`config.mk`:
```
export PLATFORM = sky130hd
export DESIGN_NAME = sequence_monitor
export DESIGN_NICKNAME = d
export VERILOG_FILES = /design/src/rtl/sequence_monitor.sv
export SDC_FILE = /design/constraint.sdc
export NUM_CORES = 1
export LEC_CHECK = 0
export BUFFER_PORTS_ARGS = -buffer_cell sky130_fd_sc_hd__buf_2
export CELL_PAD_IN_SITES_DETAIL_PLACEMENT = 1
export CELL_PAD_IN_SITES_GLOBAL_PLACEMENT = 1
export CORE_UTILIZATION = 30
export DETAILED_ROUTE_END_ITERATION = 8
export HOLD_SLACK_MARGIN = 0.06
export PLACE_DENSITY_LB_ADDON = 0.08
export SETUP_SLACK_MARGIN = 0.05
export SLEW_MARGIN = 20
export SYNTH_ARGS = -nofsm -noshare
export SYNTH_HDL_FRONTEND = slang
export SYNTH_SLANG_ARGS = --single-unit
export TNS_END_PERCENT = 50
```
`constraint.sdc`:
```
create_clock -name clk -period 3.3 [get_ports clk]
set_clock_uncertainty 0.1 [all_clocks]
set_input_delay 0.66 -clock clk [delete_from_list [all_inputs] [get_ports clk]]
set_output_delay 0.66 -clock clk [all_outputs]
set_load 0.03 [all_outputs]
```
`src/rtl/sequence_monitor.sv`:
```
// Byte-stream sequence monitor: hunts for the 0xAF sync byte, confirms lock over
// LOCK_MATCHES bytes, then flywheels through the 8-byte table counting errors and wraps.
module sequence_monitor #(
  parameter int LOCK_MATCHES = 3,
  parameter int LOSS_MISSES  = 2
) (
  input  logic       clk,
  input  logic       reset,
  input  logic       enable,
  input  logic [7:0] data,
  output logic       locked,
  output logic [7:0] expected,
  output logic       err,
  output logic [7:0] err_count,
  output logic [7:0] wrap_count
);

  typedef enum logic [1:0] {
    HUNT,
    CHECK,
    LOCKED
  } state_t;

  localparam logic [3:0] LOCK_N = 4'(LOCK_MATCHES);
  localparam logic [2:0] LOSS_N = 3'(LOSS_MISSES);
  localparam logic [7:0] SYNC   = 8'hAF;

  state_t     state;
  logic [2:0] idx;
  logic [3:0] match_cnt;
  logic [2:0] miss_cnt;

  logic [2:0] idx_nxt;
  logic       hit;

  function automatic logic [7:0] seq_byte(input logic [2:0] i);
    logic [7:0] b;
    case (i)
      3'd0:    b = 8'hAF;
      3'd1:    b = 8'hBC;
      3'd2:    b = 8'hE2;
      3'd3:    b = 8'h78;
      3'd4:    b = 8'hFF;
      3'd5:    b = 8'hE2;
      3'd6:    b = 8'h0B;
      default: b = 8'h8D;
    endcase
    return b;
  endfunction

  // idx is held at 0 in HUNT, so a hit there only ever means the sync byte
  // (the duplicate 0xE2 can never start CHECK).
  assign idx_nxt = idx + 3'd1;
  assign hit     = (data == seq_byte(idx));

  always_ff @(posedge clk) begin
    if (reset) begin
      state      <= HUNT;
      idx        <= '0;
      match_cnt  <= '0;
      miss_cnt   <= '0;
      locked     <= 1'b0;
      expected   <= SYNC;
      err        <= 1'b0;
      err_count  <= '0;
      wrap_count <= '0;
    end else begin
      err <= 1'b0;
      if (enable) begin
        unique case (state)
          HUNT: begin
            if (hit) begin
              state     <= CHECK;
              idx       <= 3'd1;
              match_cnt <= 4'd1;
              expected  <= seq_byte(3'd1);
            end
          end

          CHECK: begin
            if (hit) begin
              idx       <= idx_nxt;
              match_cnt <= match_cnt + 4'd1;
              expected  <= seq_byte(idx_nxt);
              if (match_cnt + 4'd1 == LOCK_N) begin
                state    <= LOCKED;
                locked   <= 1'b1;
                miss_cnt <= '0;
              end
            end else if (data == SYNC) begin
              idx       <= 3'd1;
              match_cnt <= 4'd1;
              expected  <= seq_byte(3'd1);
            end else begin
              state     <= HUNT;
              idx       <= '0;
              match_cnt <= '0;
              expected  <= SYNC;
            end
          end

          LOCKED: begin
            if (hit) begin
              idx      <= idx_nxt;
              miss_cnt <= '0;
              expected <= seq_byte(idx_nxt);
              if (idx == 3'd7 && wrap_count != 8'hFF)
                wrap_count <= wrap_count + 8'd1;
            end else begin
              err <= 1'b1;
              if (err_count != 8'hFF)
                err_count <= err_count + 8'd1;
              if (miss_cnt + 3'd1 == LOSS_N) begin
                state     <= HUNT;
                locked    <= 1'b0;
                idx       <= '0;
                match_cnt <= '0;
                miss_cnt  <= '0;
                expected  <= SYNC;
              end else begin
                idx      <= idx_nxt;
                miss_cnt <= miss_cnt + 3'd1;
                expected <= seq_byte(idx_nxt);
              end
            end
          end

          default: begin
            state    <= HUNT;
            locked   <= 1'b0;
            idx      <= '0;
            expected <= SYNC;
          end
        endcase
      end
    end
  end

endmodule

```
## Yosys cells after proc, flatten, opt, wreduce, memory -nomap -nowiden

Cells that the tools add are included.

- Add/subtract/negate cells: 5
- Equal/unequal tests: 28
- Multiplexer cells: 38
- Bitwise gates (word level): 4
- Reductions and logical operators: 16

Operators with widths:

| kind | number |
|---|---|
| case mux 8 bit (6 select lines) | 2 |
| 2-to-1 mux 8 bit | 4 |
| 2-to-1 mux 3 bit | 8 |
| case mux 8 bit (3 select lines) | 1 |
| == test 3 bit (second input constant) | 7 |
| adder 8 x 1 -> 8 bit (second input constant) | 2 |
| 2-to-1 mux 4 bit | 4 |
| != test 8 bit (second input constant) | 2 |
| == test 3 x 2 -> 1 bit (second input constant) | 5 |
| 2-to-1 mux 2 bit | 6 |
| case mux 4 bit (3 select lines) | 1 |
| AND reduction 4 bit | 3 |
| AND reduction 6 bit | 2 |
| != test 2 bit (second input constant) | 5 |
| case mux 3 bit (3 select lines) | 1 |
| == test 8 bit | 1 |
| == test 8 bit (second input constant) | 1 |
| 2-to-1 mux 1 bit | 7 |
| adder 3 x 1 -> 3 bit (second input constant) | 2 |
| == test 3 x 1 -> 1 bit (second input constant) | 2 |
| zero test 3 bit | 2 |
| != test 3 bit (second input constant) | 2 |
| case mux 2 bit (3 select lines) | 1 |
| case mux 3 bit (2 select lines) | 1 |
| 15 further kinds | 19 |

- Register bits: 38
- Bits of input ports: 11
- Output and inout bits: 26
- Word-level logic and storage cells: 100

## Depth between registers and ports, before layout

Gate-level depths: netlist of run 1.

- Depth after elaboration: 7
- Mapped depth: 13
- Gate-level depth less buffers: 9

## Worst setup path after synthesis of run 1

Ideal clock, no wire load.

- Path type: register to register
- Start point: register idx[0]
- End point: register wrap_count[7]
- Library setup time: 0.121 ns
- Arrival: 2.767 ns
- Required time: 3.079 ns
- Setup slack: 0.312 ns
- Cell stages (with the launch flop): 12
- Buffers on the path: 2
- Period minus slack after synthesis: 2.988 ns
- Cell sequence: dfxtp_1 > clkbuf_1 > inv_1 > ha_1 > buf_4 > nor3b_2 > nor3_1 > nor4b_2 > nand4_1 > nor4_2 > nor2b_1 > mux2_2

- Longest elaborated chain between the ends: 5
- Elaborated cells between the ends (all ways): 13
- Those cells by class: 8 x eq/ne; 1 x mux; 4 x reduce/logical

RTL lines:

| item | RTL line | source |
|---|---|---|
| from (decl) | 29 | `logic [2:0] idx;` |
| from (signal assigned) | 82 | `idx <= idx_nxt;` |
| from (signal assigned) | 104 | `idx <= idx_nxt;` |
| from (signal assigned) | 121 | `idx <= idx_nxt;` |
| == test 3 bit / == test 3 x 2 -> 1 bit (equally long branches) | 38 | `case (i)` |
| OR reduction 2 bit (no line) | -- |  |
| case mux 8 bit (6 select lines) | 38 |  |
| == test 8 bit | 54 | `assign hit = (data == seq_byte(idx));` |
| AND reduction 4 bit (no line) (*) | -- |  |
| to (signal assigned) | 108 | `wrap_count <= wrap_count + 8'd1;` |
| to (decl) | 15 | `output logic [7:0] wrap_count` |

Every way passes the cells marked *; elsewhere a longest branch is shown, timed or not.
A chain may end at the register's enable or synchronous reset.

## Worst setup path after layout of run 1

- Start point: register idx[1]
- End point: register match_cnt[2]

- Longest elaborated chain between the ends: 6
- Elaborated cells between the ends (all ways): 15
- Those cells by class: 9 x eq/ne; 3 x mux; 3 x reduce/logical

RTL lines:

| item | RTL line | source |
|---|---|---|
| == test 3 bit / == test 3 x 2 -> 1 bit (equally long branches) | 38 |  |
| OR reduction 2 bit (no line) | -- |  |
| case mux 8 bit (6 select lines) (*) | 38 |  |
| == test 8 bit (*) | 54 |  |
| != test 2 bit (no line) / 2-to-1 mux 4 bit (equally long branches) | -- |  |
| AND reduction 5 bit (no line) / case mux 4 bit (3 select lines) (equally long branches) | -- |  |
| to (signal assigned) | 83 | `match_cnt <= match_cnt + 4'd1;` |
| to (decl) | 30 | `logic [3:0] match_cnt;` |

Marks and branches as above.

==> results of run 1 <==
-- how the worst min path moves through the flow --
stage	to	cells past startpoint	slack, ns
after floorplan	miss_cnt[1]	2	0.35
after global placement	expected[5]	1	0.34
after detailed placement	expected[5]	1	0.35
after CTS	expected[5]	1	0.37
after global routing	expected[6]	2	0.41
final	expected[5]	1	0.36
-- stage by stage --
stage / cells / power, µW / util (%) / setup slack [ns] / instance area, µm²
after floorplan: 334 / 505 / - / 0.312 / 2750
after global placement: 474 / 524 / 34.4 / 0.163 / 3030
after detailed placement: 474 / 525 / 34.4 / 0.189 / 3030
after global routing: 482 / 1050 / 36.0 / 0.0536 / 3170
after CTS: 482 / 1030 / 36.0 / 0.147 / 3170
final: 482 / 1020 / 36.0 / 0.260 / 3170
-- state kept, by name, indices dropped and copies added, names as in the netlist --
name	count
err	1
err_count	8
expected	8
idx	3
locked	1
match_cnt	4
miss_cnt	3
state	2
wrap_count	8
-- worst max-delay path: cells and delay by family (launching register included) --
family | cells | cell delay [ns]
AOI/OAI and AO/OA | 3 | 0.59
xor gates and xnor gates | 1 | 0.17
adders and majority gates | 1 | 0.27
buffers and inverters | 2 | 0.29
DFF | 1 | 0.34
and+or+nand+nor | 3 | 1.19
-- area by class of cell --
class	instances	area share [%]
Tap cell	108	4.26
Sequential cell	38	24.0
Clock buffer	5	2.17
Clock inverter	3	2.17
Inverter	17	2.01
Timing Repair Buffer	50	8.99
Multi-Input combinational cell	261	56.4
-- per-layer routing --
metal	vias to the layer above	track usage [%]	part of all wire, %
met1	1229	24.3	52
met4	0	3.85	0.85
met5	-	0	0
li1	1304	-	-
met2	42	28.9	45
met3	7	2.51	2.6
-- power by group --
part / total, µW / switching [µW] / internal [µW] / leakage (µW)
Clock: 503 / 200 / 303 / 0.0000683
Sequential: 459 / 0.242 / 458 / 0.000306
Combinational: 55.2 / 37.2 / 18.0 / 0.000811
Total: 1020 / 237 / 780 / 0.00119
-- synth_stat cells, types with 5 or more instances --
library cell / count / area, µm²
nand4_1: 6 / 37.5
nand3_1: 19 / 95.1
o21ai_0: 17 / 85.1
a31oi_1: 5 / 31.3
nor3_1: 13 / 65.1
or3_1: 5 / 31.3
nor2_1: 32 / 120
nand2_1: 17 / 63.8
xnor2_1: 11 / 96.3
dfxtp_1: 38 / 761
a21oi_1: 21 / 105
nor2b_1: 8 / 50.1
inv_1: 17 / 63.8
nor4_1: 6 / 37.5
ha_1: 19 / 238
buf_6: 5 / 56.3
-- cells in the final DEF (no fill, tap or decap), types with 3 or more instances in the layout --
cell / n
clkbuf_8: 5
buf_2: 36
inv_1: 17
or3_1: 5
nor2_1: 32
mux2i_1: 4
nor4_1: 6
o22a_1: 3
buf_4: 14
dfxtp_1: 38
a2bb2oi_1: 3
nand2_1: 17
a21oi_1: 20
xnor2_1: 11
o211ai_1: 3
nor2b_1: 8
ha_1: 19
nand4_1: 6
o22ai_1: 4
nor3_1: 13
o21ai_0: 17
nand3_1: 19
a31oi_1: 5
or4_1: 4
and2_1: 3
nand2b_1: 4
-- timing repair --
item	in CTS	in global routing
hold buffers	0	0
endpoints found under the setup margin	0	6
resized for setup	0	2
-- kinds of logic (layout without fill, tap and decap cells) --
group	Yosys count	after routing
compound gates	85	85
simple gates	139	139
flops	38	38
fa+ha+maj	19	19
mux	5	5
xor+xnor	13	13
buf+inv	35	75
==> qor.csv, run 1 <==
stage,metric,value,unit
sta,RSZ-0062 raised after global routing,false,
floorplanning,Ports,37,
synth,number of synthesized flops with an enable pin,0,
critical_path,Worst R2R Path Depth,10,
floorplanning,Chip Height,97.7,µm
cts,CTS Buffer Depth,2,
floorplanning,Rows,34,
synth,Mapped Nets,364,
floorplanning,die area,9550,µm²
grt,GRT Total Usage,17.6,%
critical_path,"slowest stage delay, CP",0.54,ns
cts,clock sinks,38,
critical_path,Crit-path slowest cell,or4_1,
placed_design,port buffer count,36,
cts,H-tree Lvls,2,
synth,sequential fraction of the synthesis area,27.7,%
synth,xor and xnor fraction of the mapped netlist area,4.14,%
synth,syn avg cell area,8.23,µm²
synth,post-synth cell types,74,
detailed_routing,Starting DRT DRC Count,93,
sta,worst hold margin,0.364,ns
sta,Final Hold Viols,0,
sta,max frequency,0.329,GHz
detailed_routing,DRC Markers,6,
sta,worst relative slew slack,54.7,%
run_status,status,finished with violations,
sta,setup tns final,0,ns
critical_path,worst setup path start,idx[1],
layout,Antenna diodes,0,
detailed_routing,WL/cell,16.6,µm
layout,layout cell share with drive strength beyond 1,21.4,%
floorplanning,initial core utilization,31.2,%
floorplanning,Core Area,8810,µm²
cts,post-CTS setup buffer count,0,
critical_path,Critical Path RT,3.42,ns
detailed_routing,TritonRoute pass-1 iters,6,
layout,Register Area,761,µm²
grt,global route overflow,0,
critical_path,FF-to-FF setup slack,0.26,ns
cts,Clock Latency Late Sink,0.30,ns
synth,adder-cell share of the synthesized area,8.64,%
detailed_routing,vias per cell,5.36,
synth,Syn Std Cell Area,2750,µm²
critical_path,reg2reg start,idx[1],
synth,dominant synthesized flop cell,dfxtp_1,
synth,mux cell area share after synthesis,1.87,%
critical_path,crit path DAT,3.16,ns
worst_hold_path,HP Class,flop to flop,
detailed_routing,via count,2582,
cts,CTS tree,yes,
placed_design,routability congestion estimate,0.822,
sta,post-layout min period,3.04,ns
critical_path,Setup Crit Path Kind,flop to flop,
sta,# setup viols final,0,
cts,CTS root buf,clkbuf_8,
critical_path,Worst setup EP type,flop,
critical_path,crit-path cells,inv_1 -> ha_1 -> buf_4 -> nor2_1 -> a2bb2oi_1 -> xnor2_1 -> and4_2 -> a41oi_4 -> or4_1 -> o21ai_0,
synth,largest family of logic cells by synthesized area,simple AND/OR/NAND/NOR gates,
critical_path,Critical Path Start Type,flop,
power,P_leak,0.00119,µW
run_status,failing checks,design-rule violations,
cts,CTS Buf Count,5,
synth,Yosys warnings,0,
layout,Layout area overhead,15.4,%
synth,Simple-Gate Fraction of Synth Area,28.2,%
critical_path,CP Max Fanout,9,
floorplanning,die width,97.7,µm
sta,Slew Limit Fails,0,
grt,pin count of the biggest net entering global routing,36,
grt,antenna violations before repair,0,
detailed_routing,Antenna Nets Post-Route,0,
sta,fin crit share,92.1,%
synth,Cells after Synth,334,
synth,Async SR Flop Fraction,0,%
worst_hold_path,Hold Crit Start,expected[5],
cts,"CTS clk-pin slew, worst paths",0.09,ns
power,power per standard cell area,320,nW/µm²
grt,vias in the first global route,2617,
layout,multi-input logic area,1790,µm²
critical_path,crit path to,match_cnt[2],
layout,NumNets Final,403,
power,worst vdd ir,181,µV
detailed_routing,final WL,8020,µm
layout,fill count,1069,
run,max-cap viol count,0,
grt,first-pass GRT wire length,13600,µm
synth,Synth Area in Compound Gates,22.1,%
placed_design,HPWL Detailed,6040,µm
sta,Least-Margin Pin Slew,0.680,ns
critical_path,Worst R2R End,match_cnt[2],
synth,"FF+latch count, synth",38,
Note: power is estimated with default switching activity, not from simulation.
==> run 2, diff against run 1 <==
--- a/config.mk
+++ b/config.mk
@@ -8,7 +8,8 @@
 export BUFFER_PORTS_ARGS = -buffer_cell sky130_fd_sc_hd__buf_2
 export CELL_PAD_IN_SITES_DETAIL_PLACEMENT = 1
 export CELL_PAD_IN_SITES_GLOBAL_PLACEMENT = 1
-export CORE_UTILIZATION = 30
+export CORE_UTILIZATION = 43
+export CTS_CLUSTER_DIAMETER = 50
 export DETAILED_ROUTE_END_ITERATION = 8
 export HOLD_SLACK_MARGIN = 0.06
 export PLACE_DENSITY_LB_ADDON = 0.08
==> run 2 against run 1 <==
Against the previous run: the flow now finishes without violations; sequential share of layout area up 0.61 points; setup slack better by 0.0071 ns; fmax up 0.23%; critical path type unchanged; power down 16%; cell area down 2.5%.
==> qor.csv, run 2 (synthesis results as in run 1) <==
stage,metric,value,unit,change
run_status,status,"finished, final reports clean",,
critical_path,CP Max Fanout,9,,unchanged
cts,CTS Buf Count,5,,unchanged
detailed_routing,final WL,7870,µm,-1.8%
critical_path,Worst R2R End,match_cnt[3],,
placed_design,routability congestion estimate,0.863,,+5.0%
layout,most frequent cells in the layout,"dfxtp_1 (38), buf_2 (36), nor2_1 (32)",,
detailed_routing,Antenna Nets Post-Route,0,,unchanged
cts,H-tree Lvls,2,,unchanged
power,power per standard cell area,277,nW/µm²,-13%
cts,CTS tree,yes,,
sta,fin crit share,91.9,%,-0.22 points
layout,"commonest non-fill, non-tap cell in the layout",dfxtp_1,,
floorplanning,Ports,37,,unchanged
layout,layout cell share with drive strength beyond 1,21.4,%,+0.057 points
critical_path,crit path DAT,3.16,ns,about the same
detailed_routing,via count,2620,,+1.5%
sta,Slew Limit Fails,0,,unchanged
cts,"CTS clk-pin slew, worst paths",0.08,ns,about the same
detailed_routing,WL/cell,17.6,µm,+5.6%
floorplanning,die width,82.0,µm,-16%
critical_path,crit path to,match_cnt[3],,
floorplanning,initial core utilization,45.4,%,+14 points
layout,fill count,762,,-29%
floorplanning,Chip Height,82.0,µm,-16%
sta,RSZ-0062 raised after global routing,false,,
floorplanning,die area,6720,µm²,-30%
detailed_routing,metal1 wirelength,3910,µm,-5.5%
layout,final instance area,3090,µm²,-2.5%
run,max-cap viol count,0,,unchanged
critical_path,Critical Path Start Type,flop,,
detailed_routing,met3 routed WL,179,µm,-14%
sta,post-layout min period,3.03,ns,-0.00711 ns
critical_path,Critical Path RT,3.43,ns,about the same
worst_hold_path,HP Class,flop to flop,,
layout,Register Area,761,µm²,unchanged
detailed_routing,TritonRoute pass-1 iters,4,,-2
cts,CTS root buf,clkbuf_8,,
critical_path,reg2reg start,idx[1],,
sta,max frequency,0.330,GHz,+0.23%
critical_path,FF-to-FF setup slack,0.27,ns,about the same
sta,Least-Margin Pin Slew,0.645,ns,-0.0345 ns
grt,GRT Total Usage,24.6,%,+7.0 points
layout,multi-input logic area,1810,µm²,+0.91%
detailed_routing,highest metal used,met4,,
cts,Clock Latency Late Sink,0.30,ns,about the same
grt,vias in the first global route,2602,,-0.57%
grt,global route overflow,0,,unchanged
layout,Layout area overhead,12.5,%,
power,worst vdd ir,209,µV,+15%
grt,antenna violations before repair,0,,unchanged
grt,first-pass GRT wire length,12400,µm,-8.6%
critical_path,Worst setup EP type,flop,,
sta,setup tns final,0,ns,unchanged
placed_design,port buffer count,36,,unchanged
placed_design,HPWL Detailed,5880,µm,-2.6%
sta,# setup viols final,0,,unchanged
power,P_leak,0.00116,µW,-2.0%
cts,CTS Buffer Depth,2,,unchanged
cts,Hold Buf Count CTS,0,,unchanged
placed_design,"Cell Area, Placed",2980,µm²,-1.6%
detailed_routing,metal2 WL,3650,µm,+1.5%
critical_path,Setup Crit Path Kind,flop to flop,,
detailed_routing,DRC Markers,0,,-6
detailed_routing,vias per cell,5.85,,+9.2%
floorplanning,Rows,28,,-18%
detailed_routing,Starting DRT DRC Count,120,,+29%
cts,clock sinks,38,,unchanged
layout,biggest regs,"err_count (8), expected (8), wrap_count (8)",,
sta,Final Hold Viols,0,,unchanged
cts,post-CTS setup buffer count,0,,unchanged
critical_path,Worst R2R Path Depth,9,,-1
layout,Antenna diodes,0,,unchanged
floorplanning,Core Area,6060,µm²,-31%
critical_path,worst setup path start,idx[1],,
layout,NumNets Final,402,,-0.25%
sta,worst relative slew slack,57.0,%,+2.3 points
grt,pin count of the biggest net entering global routing,36,,unchanged
[run 2: how the worst min path moves through the flow]
stage,startpoint,endpoint,slack (ns),cells after the start
final,miss_cnt[1],miss_cnt[1],0.38,2
after global routing,err_count[6],err_count[6],0.42,2
after CTS,miss_cnt[1],miss_cnt[1],0.39,2
after detailed placement,expected[5],expected[5],0.37,1
after global placement,expected[5],expected[5],0.35,1
after floorplan,miss_cnt[1],miss_cnt[1],0.35,2
[run 2: power by group]
part           internal [µW]  total, µW  leakage [µW]  switching [µW]
Combinational           18.7       54.4      0.000807            35.7
Clock                    169        345     0.0000482             177
Sequential               458        459      0.000306           0.260
[run 2: worst max-delay path, stage by stage, from the launching register on]
cell and delay [ns]:
dfxtp_1 0.33, inv_1 0.14, ha_1 0.34, or3b_1 0.41, a2bb2oi_1 0.15, xnor2_1 0.22, and4_2 0.41, nand2_2 0.16
or4_1 0.56, a21oi_1 0.16
[run 2: through the flow]
stage	hold WS [ns]	power [µW]	instances	setup slack (ns)	util (%)
6_report	0.382	858	448	0.267	51.1
5_1_grt	0.418	893	448	0.0620	51.1
4_1_cts	0.390	870	448	0.175	50.7
3_5_place_dp	0.371	523	440	0.185	49.2
3_3_place_gp	0.345	523	440	0.235	49.2
2_1_floorplan	0.349	505	334	0.312	-
[run 2: timing repair]
| action | CTS | global route |
|---|---|---|
| resized for setup | 0 | 5 |
| setup endpoints to repair | 0 | 6 |
| endpoints found under the hold margin | 0 | 0 |
[run 2: final cells by class]
class	instances	area share, %
clock buffers	7	2.79
clock inverters	1	0.162
inverters	17	2.06
multi-input cells	261	58.4
flip-flops and latches	38	24.6
well taps	75	3.03
repair buffers	49	8.98
[run 2: routing by layer]
metal | vias up | GRT usage [%]
met5 | - | 0
met4 | 0 | 9.47
met3 | 13 | 3.89
met2 | 35 | 39.6
met1 | 1266 | 32.5
li1 | 1306 | -
==> run 3, diff against run 2 <==
--- a/config.mk
+++ b/config.mk
@@ -5,12 +5,13 @@
 export SDC_FILE = /design/constraint.sdc
 export NUM_CORES = 1
 export LEC_CHECK = 0
-export BUFFER_PORTS_ARGS = -buffer_cell sky130_fd_sc_hd__buf_2
+export BUFFER_PORTS_ARGS = -buffer_cell sky130_fd_sc_hd__buf_4
 export CELL_PAD_IN_SITES_DETAIL_PLACEMENT = 1
 export CELL_PAD_IN_SITES_GLOBAL_PLACEMENT = 1
 export CORE_UTILIZATION = 43
 export CTS_CLUSTER_DIAMETER = 50
 export DETAILED_ROUTE_END_ITERATION = 8
+export GPL_ROUTABILITY_DRIVEN = 0
 export HOLD_SLACK_MARGIN = 0.06
 export PLACE_DENSITY_LB_ADDON = 0.08
 export SETUP_SLACK_MARGIN = 0.05
==> run 3 against run 2 <==
Against the previous run: sequential share of layout area fell by 0.78 points; count of clock-buffer cells in the layout fell by 2; die area did not move; non-clock buffer count fell by 2; setup slack got worse by 0.068 ns; combinational power rose by 9.7%; critical path type unchanged; highest routed layer unchanged.
==> qor.csv, run 3 (synthesis results as in run 1) <==
stage,metric,value,unit,change
placed_design,Place WS,0.145,ns,-0.0407 ns
critical_path,"slowest stage delay, CP",0.51,ns,-0.05 ns
layout,final instance area,3200,µm²,+3.3%
sta,final setup margin,0.199,ns,-0.0679 ns
sta,post-layout min period,3.10,ns,+0.0679 ns
cts,post-CTS setup buffer count,0,,unchanged
cts,clock sinks,38,,unchanged
sta,# setup viols final,0,,unchanged
layout,Final Non-Filler Cells,446,,-0.45%
cts,CTS root buf,clkbuf_8,,
layout,layout cell share with drive strength beyond 1,20.5,%,-0.96 points
cts,Clock Latency Late Sink,0.30,ns,about the same
detailed_routing,Antenna Nets Post-Route,0,,unchanged
grt,pin count of the biggest net entering global routing,36,,unchanged
detailed_routing,vias per cell,6.08,,+4.0%
layout,"commonest non-fill, non-tap cell in the layout",buf_4,,
critical_path,Critical Path Start Type,flop,,
sta,RSZ-0062 raised after global routing,true,,
cts,"CTS clk-pin slew, worst paths",0.08,ns,about the same
layout,NumNets Final,400,,-0.50%
critical_path,Worst Path Buf+Inv,1,,unchanged
grt,antenna violations before repair,0,,unchanged
critical_path,Crit path depth,9,,unchanged
sta,Least-Margin Pin Slew,0.567,ns,-0.0783 ns
sta,max frequency,0.323,GHz,-2.2%
layout,Layout area overhead,16.2,%,
placed_design,port buffer count,36,,unchanged
placed_design,HPWL Detailed,5780,µm,-1.7%
critical_path,crit path DAT,3.23,ns,+0.07 ns
run,max-cap viol count,0,,unchanged
cts,CTS tree,yes,,
worst_hold_path,HP Class,flop to flop,,
sta,Slew Limit Fails,0,,unchanged
power,Pwr Total,1010,µW,+18%
grt,GRT Total Usage,24.4,%,-0.14 points
sta,setup tns final,0,ns,unchanged
cts,CTS Buffer Depth,2,,unchanged
placed_design,placed instance count,438,,-0.45%
critical_path,Worst setup EP type,flop,,
layout,biggest regs,"err_count (8), expected (8), wrap_count (8)",,
floorplanning,Rows,28,,unchanged
floorplanning,die width,82.0,µm,unchanged
floorplanning,Ports,37,,unchanged
floorplanning,Core Area,6060,µm²,unchanged
power,power per standard cell area,317,nW/µm²,+14%
layout,Antenna diodes,0,,unchanged
floorplanning,die area,6720,µm²,unchanged
critical_path,CP top delay family,simple AND/OR/NAND/NOR gates,,
detailed_routing,Starting DRT DRC Count,143,,+19%
floorplanning,Chip Height,82.0,µm,unchanged
placed_design,"Cell Area, Placed",3060,µm²,+2.5%
sta,fin crit share,94.0,%,+2.1 points
critical_path,Crit-path slowest cell,or4_1,,
detailed_routing,WL/cell,17.4,µm,-0.75%
critical_path,Setup Crit Path Kind,flop to flop,,
detailed_routing,TritonRoute pass-1 iters,4,,unchanged
grt,vias in the first global route,2527,,-2.9%
sta,worst relative slew slack,61.2,%,+4.2 points
detailed_routing,DRC Markers,0,,unchanged
cts,CTS Buf Count,5,,unchanged
critical_path,Worst R2R Path Depth,9,,unchanged
power,worst vdd ir,240,µV,+15%
critical_path,CP Max Fanout,9,,unchanged
sta,Final Hold Viols,0,,unchanged
grt,first-pass GRT wire length,12500,µm,+1.0%
run_status,status,"finished, final reports clean",,
detailed_routing,final WL,7780,µm,-1.2%
critical_path,Critical Path RT,3.43,ns,about the same
cts,H-tree Lvls,2,,unchanged
detailed_routing,via count,2712,,+3.5%
floorplanning,initial core utilization,45.4,%,unchanged
grt,global route overflow,0,,unchanged
layout,most frequent cells in the layout,"buf_4 (47), dfxtp_1 (38), nor2_1 (32)",,
power,P_leak,0.00119,µW,+2.3%
critical_path,crit-path cells,inv_1 -> ha_1 -> nor3b_2 -> nor3_1 -> nor4b_2 -> and4_2 -> a41oi_4 -> or4_1 -> a21oi_1,,
worst_hold_path,worst hold path depth,1,,-1
run 3: changes by cell type in the layout (fill, tap and decap cells not counted), sizes merged:
cell    delta
bufinv     +2
buf        -2
clkbuf     -2
run 3: timing repair:
item	CTS	global route
hold buffers	0	0
gates resized for setup	0	1
setup endpoints to repair	0	5
run 3: worst paths after layout:
kind / slack, ns / end / from
worst max register to register: 0.20 / match_cnt[3] / idx[1]
worst min register to register: 0.38 / expected[5] / expected[5]
worst min-delay path: 0.38 / expected[5] / expected[5]
worst max-delay path: 0.20 / match_cnt[3] / idx[1]
run 3: final cells by class:
class                   count  area [µm²]
flip-flops and latches     38         761
repair buffers             47         353
well taps                  75        93.8
multi-input cells         261        1790
clock inverters             3        68.8
clock buffers               5        68.8
fillers                   759        2870
inverters                  17        63.8
run 3: worst reg2reg max path, cell delays in order, from the launching register on:
cell	delay, ns
dfxtp_1	0.34
inv_1	0.12
ha_1	0.33
nor3b_2	0.34
nor3_1	0.10
nor4b_2	0.38
and4_2	0.46
a41oi_4	0.21
or4_1	0.51
a21oi_1	0.15
run 3: power breakdown:
part	switching, µW	internal, µW
combinational	37.7	22.1
sequential	0.261	458
clock	191	303
run 3: per-layer routing:
metal	part of all wire [%]	track usage, %	wire (µm)	vias to the layer above
met5	0	0	0	-
met4	1.3	6.49	104	0
met3	3.1	3.89	238	12
met2	46	39.6	3590	51
met1	49	33.3	3850	1338
li1	-	-	-	1311
run 3: through the flow:
step	hold WS, ns	util (%)
after floorplan	0.349	-
after global placement	0.353	50.4
after detailed placement	0.365	50.4
after CTS	0.382	52.7
after global routing	0.402	52.7
final	0.376	52.7
